--- config.mk ---
export PLATFORM = sky130hd
export DESIGN_NAME = steer_pid
export DESIGN_NICKNAME = d
export VERILOG_FILES = /design/src/rtl/pid_pkg.sv /design/src/rtl/frwrd_ramp.sv /design/src/rtl/steer_pid.sv
export SDC_FILE = /design/constraint.sdc
export NUM_CORES = 1
export LEC_CHECK = 0
export CORE_MARGIN = 2
export CORE_UTILIZATION = 50
export CTS_BUF_LIST = sky130_fd_sc_hd__clkbuf_4
export DETAILED_ROUTE_END_ITERATION = 10
export PLACE_DENSITY = 0.68
export SETUP_SLACK_MARGIN = 0.2
export SYNTH_ARGS = -nofsm -noshare
export SYNTH_HDL_FRONTEND = slang
export SYNTH_HIERARCHICAL = 1
export SYNTH_SLANG_ARGS = --single-unit
--- constraint.sdc ---
create_clock -name clk -period 8.8 [get_ports clk]
set_input_delay 1.76 -clock clk [delete_from_list [all_inputs] [get_ports clk]]
set_output_delay 1.76 -clock clk [all_outputs]
set_load 0.02 [all_outputs]
--- src/rtl/pid_pkg.sv ---
// Shared constants and helpers for the steering PID: coefficients, clamp limits
// and forward-ramp tuning.
package pid_pkg;

  typedef logic signed [13:0] term_t;

  localparam term_t            P_COEFF        = 14'sd8;
  localparam term_t            D_COEFF        = 14'sd11;
  localparam logic [10:0]      MAX_FRWRD      = 11'h300;
  localparam logic signed [15:0] ERR_MAX      = 16'sd511;
  localparam logic signed [15:0] ERR_MIN      = -16'sd512;
  localparam logic signed [10:0] D_MAX        = 11'sd63;
  localparam logic signed [10:0] D_MIN        = -11'sd64;
  localparam logic [10:0]      FRWRD_INC_SLOW = 11'd1;
  localparam logic [10:0]      FRWRD_INC_FAST = 11'd4;

  // Motor duty is unsigned 11 bits; negative requests floor at zero.
  function automatic logic [10:0] clamp_spd(input logic signed [12:0] v);
    if (v < 13'sd0)
      return 11'd0;
    else if (v > 13'sd2047)
      return 11'h7FF;
    else
      return v[10:0];
  endfunction

endpackage

--- src/rtl/frwrd_ramp.sv ---
// Saturating forward-speed ramp; advances once per accepted error sample and
// drops to zero whenever motion is disabled.
module frwrd_ramp
  import pid_pkg::*;
#(
  parameter bit FAST_SIM = 1'b0
) (
  input  logic        clk,
  input  logic        rst_n,
  input  logic        i_go,
  input  logic        i_inc,
  output logic [10:0] o_frwrd
);

  localparam logic [10:0] STEP = FAST_SIM ? FRWRD_INC_FAST : FRWRD_INC_SLOW;

  logic [10:0] r_frwrd;

  always_ff @(posedge clk or negedge rst_n) begin
    if (!rst_n)
      r_frwrd <= '0;
    else if (!i_go)
      r_frwrd <= '0;
    else if (i_inc)
      r_frwrd <= (r_frwrd >= MAX_FRWRD - STEP) ? MAX_FRWRD : r_frwrd + STEP;
  end

  assign o_frwrd = r_frwrd;

endmodule

--- src/rtl/steer_pid.sv ---
// Two-stage steering PID: stage 1 registers the P/I/D terms and ramp, stage 2
// mixes the PID correction into left/right motor duties.
module steer_pid
  import pid_pkg::*;
#(
  parameter bit FAST_SIM = 1'b0
) (
  input  logic               clk,
  input  logic               rst_n,
  input  logic signed [15:0] error,
  input  logic               err_vld,
  input  logic               go,
  output logic [10:0]        lft_spd,
  output logic [10:0]        rght_spd,
  output logic               pid_vld
);

  logic               w_accept;
  logic signed [9:0]  w_err_sat;
  term_t              w_err_ext;
  term_t              w_p_term;
  term_t              w_i_term;
  term_t              w_d_term;
  logic signed [16:0] w_integ_sum;
  logic signed [15:0] w_integ_next;
  logic signed [10:0] w_d_raw;
  logic signed [10:0] w_d_sat;
  logic [10:0]        w_frwrd;
  term_t              w_pid;
  term_t              w_pid_shft;
  logic signed [12:0] w_lft_sum;
  logic signed [12:0] w_rght_sum;

  logic signed [15:0] r_integ;
  logic signed [9:0]  r_prev_err;
  term_t              r_p_term;
  term_t              r_i_term;
  term_t              r_d_term;
  logic               r_vld1;

  assign w_accept = err_vld & go;

  always_comb begin
    w_err_sat = error[9:0];
    if (error > ERR_MAX)
      w_err_sat = ERR_MAX[9:0];
    else if (error < ERR_MIN)
      w_err_sat = ERR_MIN[9:0];
  end

  assign w_err_ext = {{4{w_err_sat[9]}}, w_err_sat};
  assign w_p_term  = w_err_ext * P_COEFF;

  // 17-bit sum: a disagreement between the top two bits means 16-bit overflow.
  assign w_integ_sum  = {r_integ[15], r_integ} + {{7{w_err_sat[9]}}, w_err_sat};
  assign w_integ_next = (w_integ_sum[16] != w_integ_sum[15])
                      ? (w_integ_sum[16] ? 16'sh8000 : 16'sh7FFF)
                      : w_integ_sum[15:0];
  assign w_i_term     = {{2{r_integ[15]}}, r_integ[15:4]};

  assign w_d_raw = {w_err_sat[9], w_err_sat} - {r_prev_err[9], r_prev_err};

  always_comb begin
    w_d_sat = w_d_raw;
    if (w_d_raw > D_MAX)
      w_d_sat = D_MAX;
    else if (w_d_raw < D_MIN)
      w_d_sat = D_MIN;
  end

  assign w_d_term = {{3{w_d_sat[10]}}, w_d_sat} * D_COEFF;

  frwrd_ramp #(
    .FAST_SIM (FAST_SIM)
  ) u_frwrd_ramp (
    .clk     (clk),
    .rst_n   (rst_n),
    .i_go    (go),
    .i_inc   (w_accept),
    .o_frwrd (w_frwrd)
  );

  always_ff @(posedge clk or negedge rst_n) begin
    if (!rst_n) begin
      r_integ    <= '0;
      r_prev_err <= '0;
      r_p_term   <= '0;
      r_i_term   <= '0;
      r_d_term   <= '0;
      r_vld1     <= 1'b0;
    end else if (!go) begin
      r_integ    <= '0;
      r_prev_err <= '0;
      r_p_term   <= '0;
      r_i_term   <= '0;
      r_d_term   <= '0;
      r_vld1     <= 1'b0;
    end else begin
      r_vld1 <= err_vld;
      if (err_vld) begin
        r_integ    <= w_integ_next;
        r_prev_err <= w_err_sat;
        r_p_term   <= w_p_term;
        r_i_term   <= w_i_term;
        r_d_term   <= w_d_term;
      end
    end
  end

  // The ramp register already holds the post-increment value by stage 2.
  assign w_pid      = r_p_term + r_i_term + r_d_term;
  assign w_pid_shft = w_pid >>> 3;
  assign w_lft_sum  = 13'({3'b000, w_frwrd} + w_pid_shft);
  assign w_rght_sum = 13'({3'b000, w_frwrd} - w_pid_shft);

  always_ff @(posedge clk or negedge rst_n) begin
    if (!rst_n) begin
      lft_spd  <= '0;
      rght_spd <= '0;
      pid_vld  <= 1'b0;
    end else if (!go) begin
      lft_spd  <= '0;
      rght_spd <= '0;
      pid_vld  <= 1'b0;
    end else begin
      pid_vld <= r_vld1;
      if (r_vld1) begin
        lft_spd  <= clamp_spd(w_lft_sum);
        rght_spd <= clamp_spd(w_rght_sum);
      end
    end
  end

endmodule

==> reports/qor.csv, run 1 <==
stage,metric,value,unit
run_status,outcome,"complete, no violations",
critical_path,r2r setup slk,2.80,ns
die,I/O pin total,43,
timing,Period minus WS final,7.985,ns
critical_path,origin of the critical flop-to-flop path,r_prev_err[1],
drt,number of vias per cell,5.511,
drt,via count,6541,
cells_and_area,layout cell share with drive strength beyond 1,5.664,%
global_routing,GR Overflow Total,0,
critical_path,CP arrival,8.37,ns
timing,worst-margin pin slew,1.169,ns
min_path,Min-Delay Path Class,flop to flop,
clocking,Clock Path Buffers,2,
global_routing,vias in the first global route,6261,
drt,post-detailed-route count of antenna-violating nets,0,
synthesis,ys flop type,dfrtp_1,
synthesis,sequential element share of the synthesized area,27.18,%
global_routing,total track usage,22.86,%
timing,Slew Limit Fails,0,
synthesis,syn avg cell area,8.575,µm²
global_routing,initial antenna violation count,0,
power,Seq pwr share,23.7,%
power,Int Pwr,1.104,mW
die,Die ar.,17050,µm²
synthesis,Async SR Flop Fraction,100.0,%
synthesis,Synth area leaders,"dfrtp_1 27%, ha_1 14%, fa_1 5.2%",
power,Sw Ratio,47.87,%
synthesis,Mapped Nets,1066,
timing,Max Fclk,125.2,MHz
min_path,Worst Hold End,lft_spd[10],
synthesis,"FF+latch count, synth",87,
clocking,# H-tree levels,3,
timing,final worst-path cycle share,90.74,%
timing,Rel. slew slack,22.09,%
clocking,Hold Buf Count CTS,0,
timing,setup_tns,0,ns
drt,Final Routed Wirelength,18.44,mm
drt,initial DRC count,364,
timing,RSZ-0062 raised after global routing,no,
synthesis,Netlist cell types,87,
placement,DP Wirelength,14.40,mm
die,die width,130.6,µm
power,clock share of power,10.3,%
global_routing,first-pass GRT wire length,30.79,mm
timing,final hold violations,0,
synthesis,Mapped Area,8009,µm²
drt,drt pass-1 iters,4,
drt,Avg WL per Cell,15.54,µm
synthesis,area share of the largest cell type after synthesis,27.18,%
power,Pleak,4.081,nW
synthesis,Synth area leader,dfrtp_1,
cells_and_area,final net count,1098,
critical_path,worst reg-to-reg path cell count,22,
power,Max IR drop VDD,0.1007,mV
placement,PortBufs,42,
critical_path,critical path startpoint category,input pin,
critical_path,Worst Setup End Kind,flop,
power,P_sw,1.014,mW
placement,gpl congestion,0.8488,
synthesis,yosys warns,6,
min_path,Worst Hold Depth,2,
clocking,Clock Latency Late Sink,0.48,ns
job,max-cap violation count,0,
power,Tot Pwr,2.117,mW
cells_and_area,filler instances,1495,
clocking,Worst-path clk slew,0.15,ns
die,# rows,46,
clocking,CTS Buf Count,9,
min_path,hold_sp,lft_spd[10],
critical_path,CP required,9.18,ns
synthesis,Post-synth EDFFs,0,
synthesis,post-synthesis cell count,934,
critical_path,Setup CP Type,input pin to flop,
die,Placeable Area,15770,µm²
timing,Worst Skew,0.01720,ns
critical_path,RR Endpoint,r_d_term[12],
clocking,clk root buf,clkbuf_4,
cells_and_area,antenna cells,0,
die,Initial Util,50.79,%
cells_and_area,P&R area growth vs syn,9.374,%
global_routing,largest net degree at the start of global routing,60,
die,DIE HEIGHT,130.6,µm
critical_path,worst-path fanout max,11,
timing,Final setup violation count,0,
power,PD cells,241.7,nW/µm²
placement,Post-DP Area,8627,µm²
drt,Residual DRC,0,
power,Combinational Power Share,66.0,%
clocking,CTS tree,built,
clocking,CTS Sinks,87,
cells_and_area,fin area,8760,µm²
what timing repair did:
action                                  CTS  global route
buffers inserted                          0             0
resized for setup                         0             2
endpoints found under the setup margin    0             1
cell usage after synthesis (5+ instances only):
| cell | number |
|---|---|
| nand4_1 | 5 |
| nand2b_1 | 11 |
| o21ai_1 | 13 |
| fa_1 | 21 |
| o21a_1 | 17 |
| o2111ai_1 | 5 |
| nor2_1 | 109 |
| xor2_1 | 20 |
| a21oi_1 | 78 |
| nor2b_1 | 6 |
| a21boi_0 | 5 |
| clkbuf_1 | 21 |
| o21ai_0 | 56 |
| a31oi_1 | 6 |
| or3_1 | 6 |
| a22oi_1 | 9 |
| o21bai_1 | 8 |
| xnor2_1 | 34 |
| a21o_1 | 9 |
| inv_1 | 82 |
| dfrtp_1 | 87 |
| nand3_1 | 19 |
| nand2_1 | 58 |
| ha_1 | 91 |
| and3_1 | 5 |
| nor3_1 | 18 |
| mux2i_1 | 32 |
| a211oi_1 | 9 |
flip-flops by register name, summed over array words and instances, names as in the netlist:
register,flops
rght_spd,11
r_p_term,1
r_integ,16
r_d_term,14
u_frwrd_ramp/o_frwrd,11
r_i_term,12
lft_spd,11
r_prev_err,9
pid_vld,1
r_vld1,1
power groups by stage:
stage,Clock [mW],Combinational (mW),Sequential (mW)
2_1_floorplan,0,1.06,0.512
3_3_place_gp,0,1.38,0.510
3_5_place_dp,0,1.39,0.511
4_1_cts,0.231,1.40,0.503
5_1_grt,0.246,1.58,0.510
6_report,0.217,1.40,0.503
worst max path at each step:
| stage | startpoint | to | depth (start not counted) |
|---|---|---|---|
| after CTS | error[12] | r_d_term[12] | 25 |
| final | error[12] | r_d_term[12] | 27 |
| after detailed placement | error[11] | r_d_term[12] | 25 |
| after global routing | error[13] | r_d_term[12] | 27 |
| after floorplan | error[14] | r_d_term[12] | 25 |
| after global placement | error[14] | r_d_term[12] | 27 |
placed cells by master, fill, tap and decap left out, types with 32 or more instances in the layout:
cell,Yosys,final
nand2_1,58,58
o21ai_0,56,56
xnor2_1,34,34
inv_1,82,82
nor2_1,109,108
a21oi_1,78,78
mux2i_1,32,32
dfrtp_1,87,87
clkdlybuf4s50_1,0,40
ha_1,91,91
final cells by class:
type / count / area [µm²] / share of cell area (%)
clock buffers: 9 / 67.56 / 0.7713
multi-input cells: 736 / 5415 / 61.82
well taps: 216 / 270.3 / 3.085
repair buffers: 48 / 457.9 / 5.228
flip-flops and latches: 87 / 2177 / 24.85
inverters: 84 / 316.6 / 3.614
clock inverters: 7 / 55.05 / 0.6285
cells by family after synthesis:
family,after synthesis,synth area share [%]
AND/OR/NAND/NOR,273,16.12
buffers and inverters,111,5.359
XOR/XNOR,55,6.109
multiplexers,33,4.281
AO/OA/AOI/OAI,263,21.48
adder cells (fa/ha/maj),112,19.47
flip-flops,87,27.18
routing by layer:
metal  track usage [%]  share of wire [%]  wire length [µm]
met5                 0                  0                 0
met4             7.572                2.5               470
met3             3.339                2.8               522
met2             39.64                 48              8942
met1             29.40                 46              8508
critical path, cell delays in order:
cell and delay, ns:
clkdlybuf4s50_1 0.48, nor4_1 0.06, a21oi_1 0.50, o21a_1 0.24, inv_1 0.06, ha_1 0.20
fa_1 0.40, nor2b_1 0.21, o2111ai_1 0.19, a31oi_1 0.22, xnor2_1 0.21, nand3_1 0.10
or3_1 0.32, ha_1 0.40, o21ai_0 0.41, ha_1 0.31, ha_1 0.32, xor2_1 0.17
ha_1 0.34, nor2b_1 0.14, o21ai_0 0.10, a21boi_0 0.25, o21ai_0 0.13, a21boi_0 0.27
nor2_1 0.09, o211a_1 0.23, a311o_1 0.26
stage by stage:
step           util (%)  cells  hold slack, ns  setup WS (ns)
5_1_grt           55.55   1187          0.5410         0.2569
6_report          55.55   1187          0.5001         0.8148
2_1_floorplan         -    934          0.4870          1.380
3_3_place_gp      54.70   1171          0.4672         0.4271
4_1_cts           55.48   1187          0.5082         0.7913
3_5_place_dp      54.70   1171          0.4748         0.2850
Power figures use the tool's default switching activity.
==> inputs of run 2 (changes only) <==
--- a/config.mk
+++ b/config.mk
@@ -6,10 +6,10 @@
 export NUM_CORES = 1
 export LEC_CHECK = 0
 export CORE_MARGIN = 2
-export CORE_UTILIZATION = 50
+export CORE_UTILIZATION = 28
 export CTS_BUF_LIST = sky130_fd_sc_hd__clkbuf_4
 export DETAILED_ROUTE_END_ITERATION = 10
-export PLACE_DENSITY = 0.68
+export GPL_TIMING_DRIVEN = 0
 export SETUP_SLACK_MARGIN = 0.2
 export SYNTH_ARGS = -nofsm -noshare
 export SYNTH_HDL_FRONTEND = slang
==> reports/qor.csv, run 2 (same netlist as run 1, synthesis figures left out) <==
stage,metric,value,unit
critical_path,Crit path largest cell delay,0.43,ns
clocking,CTS Sinks,87,
drt,Residual DRC,0,
cells_and_area,max reg flops,16,
clocking,# H-tree levels,3,
timing,Final setup violation count,0,
timing,worst-margin pin slew,0.8648,ns
critical_path,"slowest stage cell, crit path",a2111oi_0,
global_routing,first-pass GRT wire length,32.78,mm
timing,Setup WS post-layout,0.7456,ns
timing,Rel. slew slack,42.35,%
drt,post-detailed-route count of antenna-violating nets,0,
timing,Worst Skew,0.01605,ns
critical_path,cell mode on critical path,ha_1,
power,clock share of power,11.2,%
die,DIE HEIGHT,173.1,µm
cells_and_area,fin area,9072,µm²
timing,Period minus WS final,8.054,ns
critical_path,worst setup path startpoint,error[14],
critical_path,CP top delay family,compound AO/OA/AOI/OAI gates,
clocking,Clock Latency Late Sink,0.48,ns
clocking,clk root buf,clkbuf_4,
power,Int Pwr,1.133,mW
placement,gpl congestion,0.8359,
critical_path,critical path startpoint category,input pin,
global_routing,largest net degree at the start of global routing,60,
die,Placeable Area,28010,µm²
critical_path,Setup CP Type,input pin to flop,
critical_path,worst reg-to-reg path cell count,23,
job,max-cap violation count,0,
cells_and_area,"commonest non-fill, non-tap cell in the layout",nor2_1,
power,Tot Pwr,2.123,mW
cells_and_area,most frequent cells in the layout,"109 x nor2_1, 91 x ha_1, 87 x dfrtp_1",
cells_and_area,Reg with most FFs,r_integ,
drt,drt pass-1 iters,5,
timing,RSZ-0062 raised after global routing,no,
timing,Final Hold Slack,0.4986,ns
min_path,Min-Delay Path Class,flop to flop,
clocking,CTS tree,built,
power,Combinational Power Share,65.2,%
run_status,outcome,"complete, no violations",
die,Initial Util,28.59,%
die,Die ar.,29970,µm²
timing,final worst-path cycle share,91.53,%
cells_and_area,final net count,1119,
critical_path,CP required,9.17,ns
drt,via count,6717,
global_routing,initial antenna violation count,0,
cells_and_area,antenna cells,0,
clocking,Hold Buf Count CTS,0,
global_routing,total track usage,13.35,%
min_path,hold_sp,lft_spd[2],
clocking,Clock Path Buffers,2,
power,Pleak,4.119,nW
drt,Final Routed Wirelength,19.73,mm
placement,PortBufs,41,
critical_path,WP buf/inv,2,
cells_and_area,Largest regs,"r_integ: 16 flops, r_d_term: 14 flops, r_i_term: 12 flops",
drt,Avg WL per Cell,14.40,µm
drt,initial DRC count,375,
timing,setup_tns,0,ns
drt,number of vias per cell,4.903,
cells_and_area,layout cell share with drive strength beyond 1,5.242,%
clocking,post-CTS setup buffer count,0,
min_path,Worst Hold Depth,2,
critical_path,WP depth,25,
critical_path,origin of the critical flop-to-flop path,r_prev_err[1],
timing,Max Fclk,124.2,MHz
die,I/O pin total,43,
power,Max IR drop VDD,0.1131,mV
placement,Setup WS pre-CTS,0.003822,ns
power,P_sw,989.4,µW
clocking,Worst-path clk slew,0.14,ns
placement,Post-DP Area,8917,µm²
placement,DP Wirelength,15.90,mm
power,Seq pwr share,23.6,%
clocking,CTS Buf Count,9,
die,# rows,61,
timing,Slew Limit Fails,0,
global_routing,vias in the first global route,6475,
power,Sw Ratio,46.61,%
die,die width,173.1,µm
global_routing,GR Overflow Total,0,
cells_and_area,P&R area growth vs syn,13.28,%
critical_path,CP arrival,8.42,ns
critical_path,Worst Setup End Kind,flop,
power,PD cells,234.0,nW/µm²
critical_path,worst-path fanout max,10,
timing,final hold violations,0,
## run 2: changes by cell type in the layout (fill, tap and decap cells not counted), sizes merged
cell      previous run  this run
bufinv               0         1
clkbuf               9        32
clkinvlp             2         1
inv                 84        82
## run 2: layout make-up
| cell class | count | area (µm²) |
|---|---|---|
| clock buffers | 11 | 82.58 |
| flip-flops and latches | 87 | 2177 |
| multi-input cells | 736 | 5416 |
| inverters | 84 | 316.6 |
| plain buffers | 27 | 112.6 |
| well taps | 378 | 473.0 |
| fillers | 3021 | 18940 |
| clock inverters | 5 | 58.81 |
| repair buffers | 42 | 435.4 |
## run 2: power groups by stage
stage	Clock (mW)	Combinational, mW	Sequential [mW]
floorplan	0	1.06	0.512
global placement	0	1.36	0.507
detailed placement	0	1.37	0.509
CTS	0.252	1.39	0.500
global route	0.267	1.58	0.508
finish	0.238	1.38	0.501
## run 2: per-stage QoR
step                      utilization, %  std cells
after global routing               32.39       1370
after global placement             31.75       1353
after CTS                          32.34       1370
after detailed placement           31.84       1354
after floorplan                        -        934
final                              32.39       1370
## run 2: path summary, 6_finish.rpt
path                       slack [ns]           end
max                              0.75  r_d_term[12]
max reg2reg                      2.67  r_d_term[12]
min                              0.50    lft_spd[2]
min in group asynchronous        1.19    lft_spd[7]
max in group asynchronous        6.96   r_d_term[4]
min reg2reg                      0.50    lft_spd[2]
## run 2: repair_timing
action                                  4_1_cts  5_1_grt
gates resized for setup                       0        4
endpoints found under the setup margin        0        3
endpoints found under the hold margin         0        0
## run 2: tightest hold or removal path: stages (launching register included)
cell	delay (ns)
dfrtp_1	0.37
nand2_1	0.05
o21ai_1	0.06
## run 2: metal layers
layer / up-vias / global-route usage [%] / share of wire [%]
met4: 0 / 2.189 / 0.72
met3: 12 / 2.814 / 3.7
met2: 124 / 22.15 / 47
li1: 3408 / - / -
met1: 3173 / 18.15 / 49
met5: - / 0 / 0
==> inputs of run 3 (changes only) <==
==> constraint.sdc (replaced) <==
create_clock -name clk -period 6.72 [get_ports clk]
set_input_delay 1.344 -clock clk [delete_from_list [all_inputs] [get_ports clk]]
set_output_delay 1.344 -clock clk [all_outputs]
set_load 0.02 [all_outputs]
==> reports/qor.csv, run 3 (same netlist as run 1, synthesis figures left out) <==
stage,metric,value,unit
timing,Slew Limit Fails,0,
cells_and_area,Largest regs,"r_integ: 16 flops, r_d_term: 14 flops, r_i_term: 12 flops",
global_routing,initial antenna violation count,0,
timing,Max Fclk,155.1,MHz
die,Placeable Area,28010,µm²
timing,worst-margin pin slew,0.8551,ns
global_routing,largest net degree at the start of global routing,53,
clocking,CTS Sinks,87,
clocking,CTS Buf Count,9,
power,PD cells,328.8,nW/µm²
drt,initial DRC count,420,
cells_and_area,max reg flops,16,
drt,Avg WL per Cell,14.79,µm
cells_and_area,most frequent cells in the layout,"102 x nor2_1, 87 x dfrtp_1, 79 x inv_1",
clocking,clk root buf,clkbuf_4,
placement,Setup WS pre-CTS,-0.9813,ns
die,# rows,61,
drt,post-detailed-route count of antenna-violating nets,0,
timing,Setup WS post-layout,0.2733,ns
clocking,Hold Buf Count CTS,0,
drt,number of vias per cell,4.980,
die,DIE HEIGHT,173.1,µm
drt,Final Routed Wirelength,20.65,mm
die,die width,173.1,µm
critical_path,CP arrival,6.80,ns
timing,Worst Skew,0.02302,ns
critical_path,Setup CP Type,input pin to flop,
cells_and_area,final net count,1146,
global_routing,GR Overflow Total,0,
timing,Period minus WS final,6.447,ns
cells_and_area,antenna cells,0,
power,Max IR drop VDD,0.1860,mV
clocking,# H-tree levels,3,
min_path,Min-Delay Path Class,flop to flop,
critical_path,worst-path fanout max,6,
timing,RSZ-0062 raised after global routing,yes,
cells_and_area,"commonest non-fill, non-tap cell in the layout",nor2_1,
timing,final hold violations,0,
die,I/O pin total,43,
timing,Rel. slew slack,42.99,%
global_routing,vias in the first global route,6818,
global_routing,first-pass GRT wire length,33.87,mm
critical_path,Worst Setup End Kind,flop,
clocking,Clock Path Buffers,2,
run_status,outcome,"complete, no violations",
cells_and_area,Reg with most FFs,r_integ,
placement,PortBufs,41,
job,max-cap violation count,0,
drt,Residual DRC,0,
timing,Final Hold Slack,0.4950,ns
placement,DP Wirelength,16.03,mm
die,Die ar.,29970,µm²
timing,setup_tns,0,ns
timing,final worst-path cycle share,95.93,%
critical_path,critical path startpoint category,input pin,
cells_and_area,layout cell share with drive strength beyond 1,14.73,%
placement,gpl congestion,0.7883,
power,Pleak,4.364,nW
clocking,Worst-path clk slew,0.15,ns
placement,Post-DP Area,9027,µm²
global_routing,total track usage,13.68,%
cells_and_area,P&R area growth vs syn,22.79,%
drt,drt pass-1 iters,5,
cells_and_area,filler instances,2877,
critical_path,CP required,7.07,ns
cells_and_area,fin area,9834,µm²
clocking,Clock Latency Late Sink,0.47,ns
die,Initial Util,28.59,%
timing,Final setup violation count,0,
drt,via count,6952,
clocking,CTS tree,built,
## run 3: cell count changes in the layout (fill, tap and decap cells not counted), moves of 7 or more
cell,previous run,this run
ha_1,91,78
clkdlybuf4s50_1,40,33
o21ai_0,55,45
ha_4,0,11
nor2_1,109,102
buf_4,1,26
## run 3: stage by stage
stage	utilization, %	total power, mW	std cells
2_1_floorplan	-	2.129	934
3_3_place_gp	32.14	2.514	1353
3_5_place_dp	32.23	2.553	1354
4_1_cts	34.07	3.080	1386
5_1_grt	35.11	3.527	1396
6_report	35.11	3.234	1396
## run 3: layer usage
metal  part of all wire, %  track usage [%]  vias up
met3                   3.0            2.353       19
met2                    47            22.62      109
met1                    48            18.50     3361
li1                      -                -     3463
met4                   1.6            3.496        0
met5                     0                0        -
## run 3: power breakdown
| group | switching, mW | leakage [nW] | internal, mW | total (mW) |
|---|---|---|---|---|
| sequential | 0.0610 | 1.17 | 0.595 | 0.656 |
| clock | 0.192 | 0.0896 | 0.186 | 0.378 |
| combinational | 1.21 | 3.10 | 0.993 | 2.20 |
## run 3: area by class of cell
cell class / instances / area [µm²] / share of cell area (%)
Sequential cell: 87 / 2177 / 22.14
Clock inverter: 6 / 110.1 / 1.120
Buffer: 27 / 133.9 / 1.361
Timing Repair Buffer: 68 / 635.6 / 6.463
Clock buffer: 9 / 67.56 / 0.6870
Inverter: 84 / 316.6 / 3.219
Multi-Input combinational cell: 737 / 5921 / 60.20
Tap cell: 378 / 473.0 / 4.809
## run 3: critical path, cell delays in order
cell and delay [ns]:
buf_8 0.10, nor4_4 0.33, buf_4 0.17, a21oi_1 0.11
o21a_2 0.27, ha_4 0.35, nand3_2 0.12, a41o_1 0.30
a2111oi_4 0.32, a211oi_2 0.10, or3_4 0.39, ha_4 0.31
clkbuf_16 0.15, nor2_4 0.03, nor2_2 0.13, inv_1 0.06
ha_1 0.26, inv_1 0.04, fa_1 0.49, inv_2 0.05
ha_4 0.25, or3_4 0.38, o21ai_4 0.08, or3b_4 0.18
nand3_4 0.07, and3_4 0.20, o21ai_2 0.10, o221ai_1 0.13
## run 3: repair_timing
| item | CTS | global route |
|---|---|---|
| buffers inserted | 16 | 9 |
| cloned | 1 | 1 |
| pin swaps | 24 | 34 |
| endpoints found under the setup margin | 8 | 8 |
| gates resized for setup | 49 | 64 |
## run 3: worst paths after layout
check | startpoint | end | slack (ns) | cells past startpoint
max | error[14] | r_d_term[13] | 0.27 | 28
min | rght_spd[0] | rght_spd[0] | 0.49 | 2
max reg2reg | r_prev_err[0] | r_d_term[13] | 1.31 | 25
min reg2reg | rght_spd[0] | rght_spd[0] | 0.49 | 2
max in group asynchronous | rst_n | r_integ[14] | 5.25 | 2
min in group asynchronous | rst_n | r_d_term[13] | 0.84 | 1
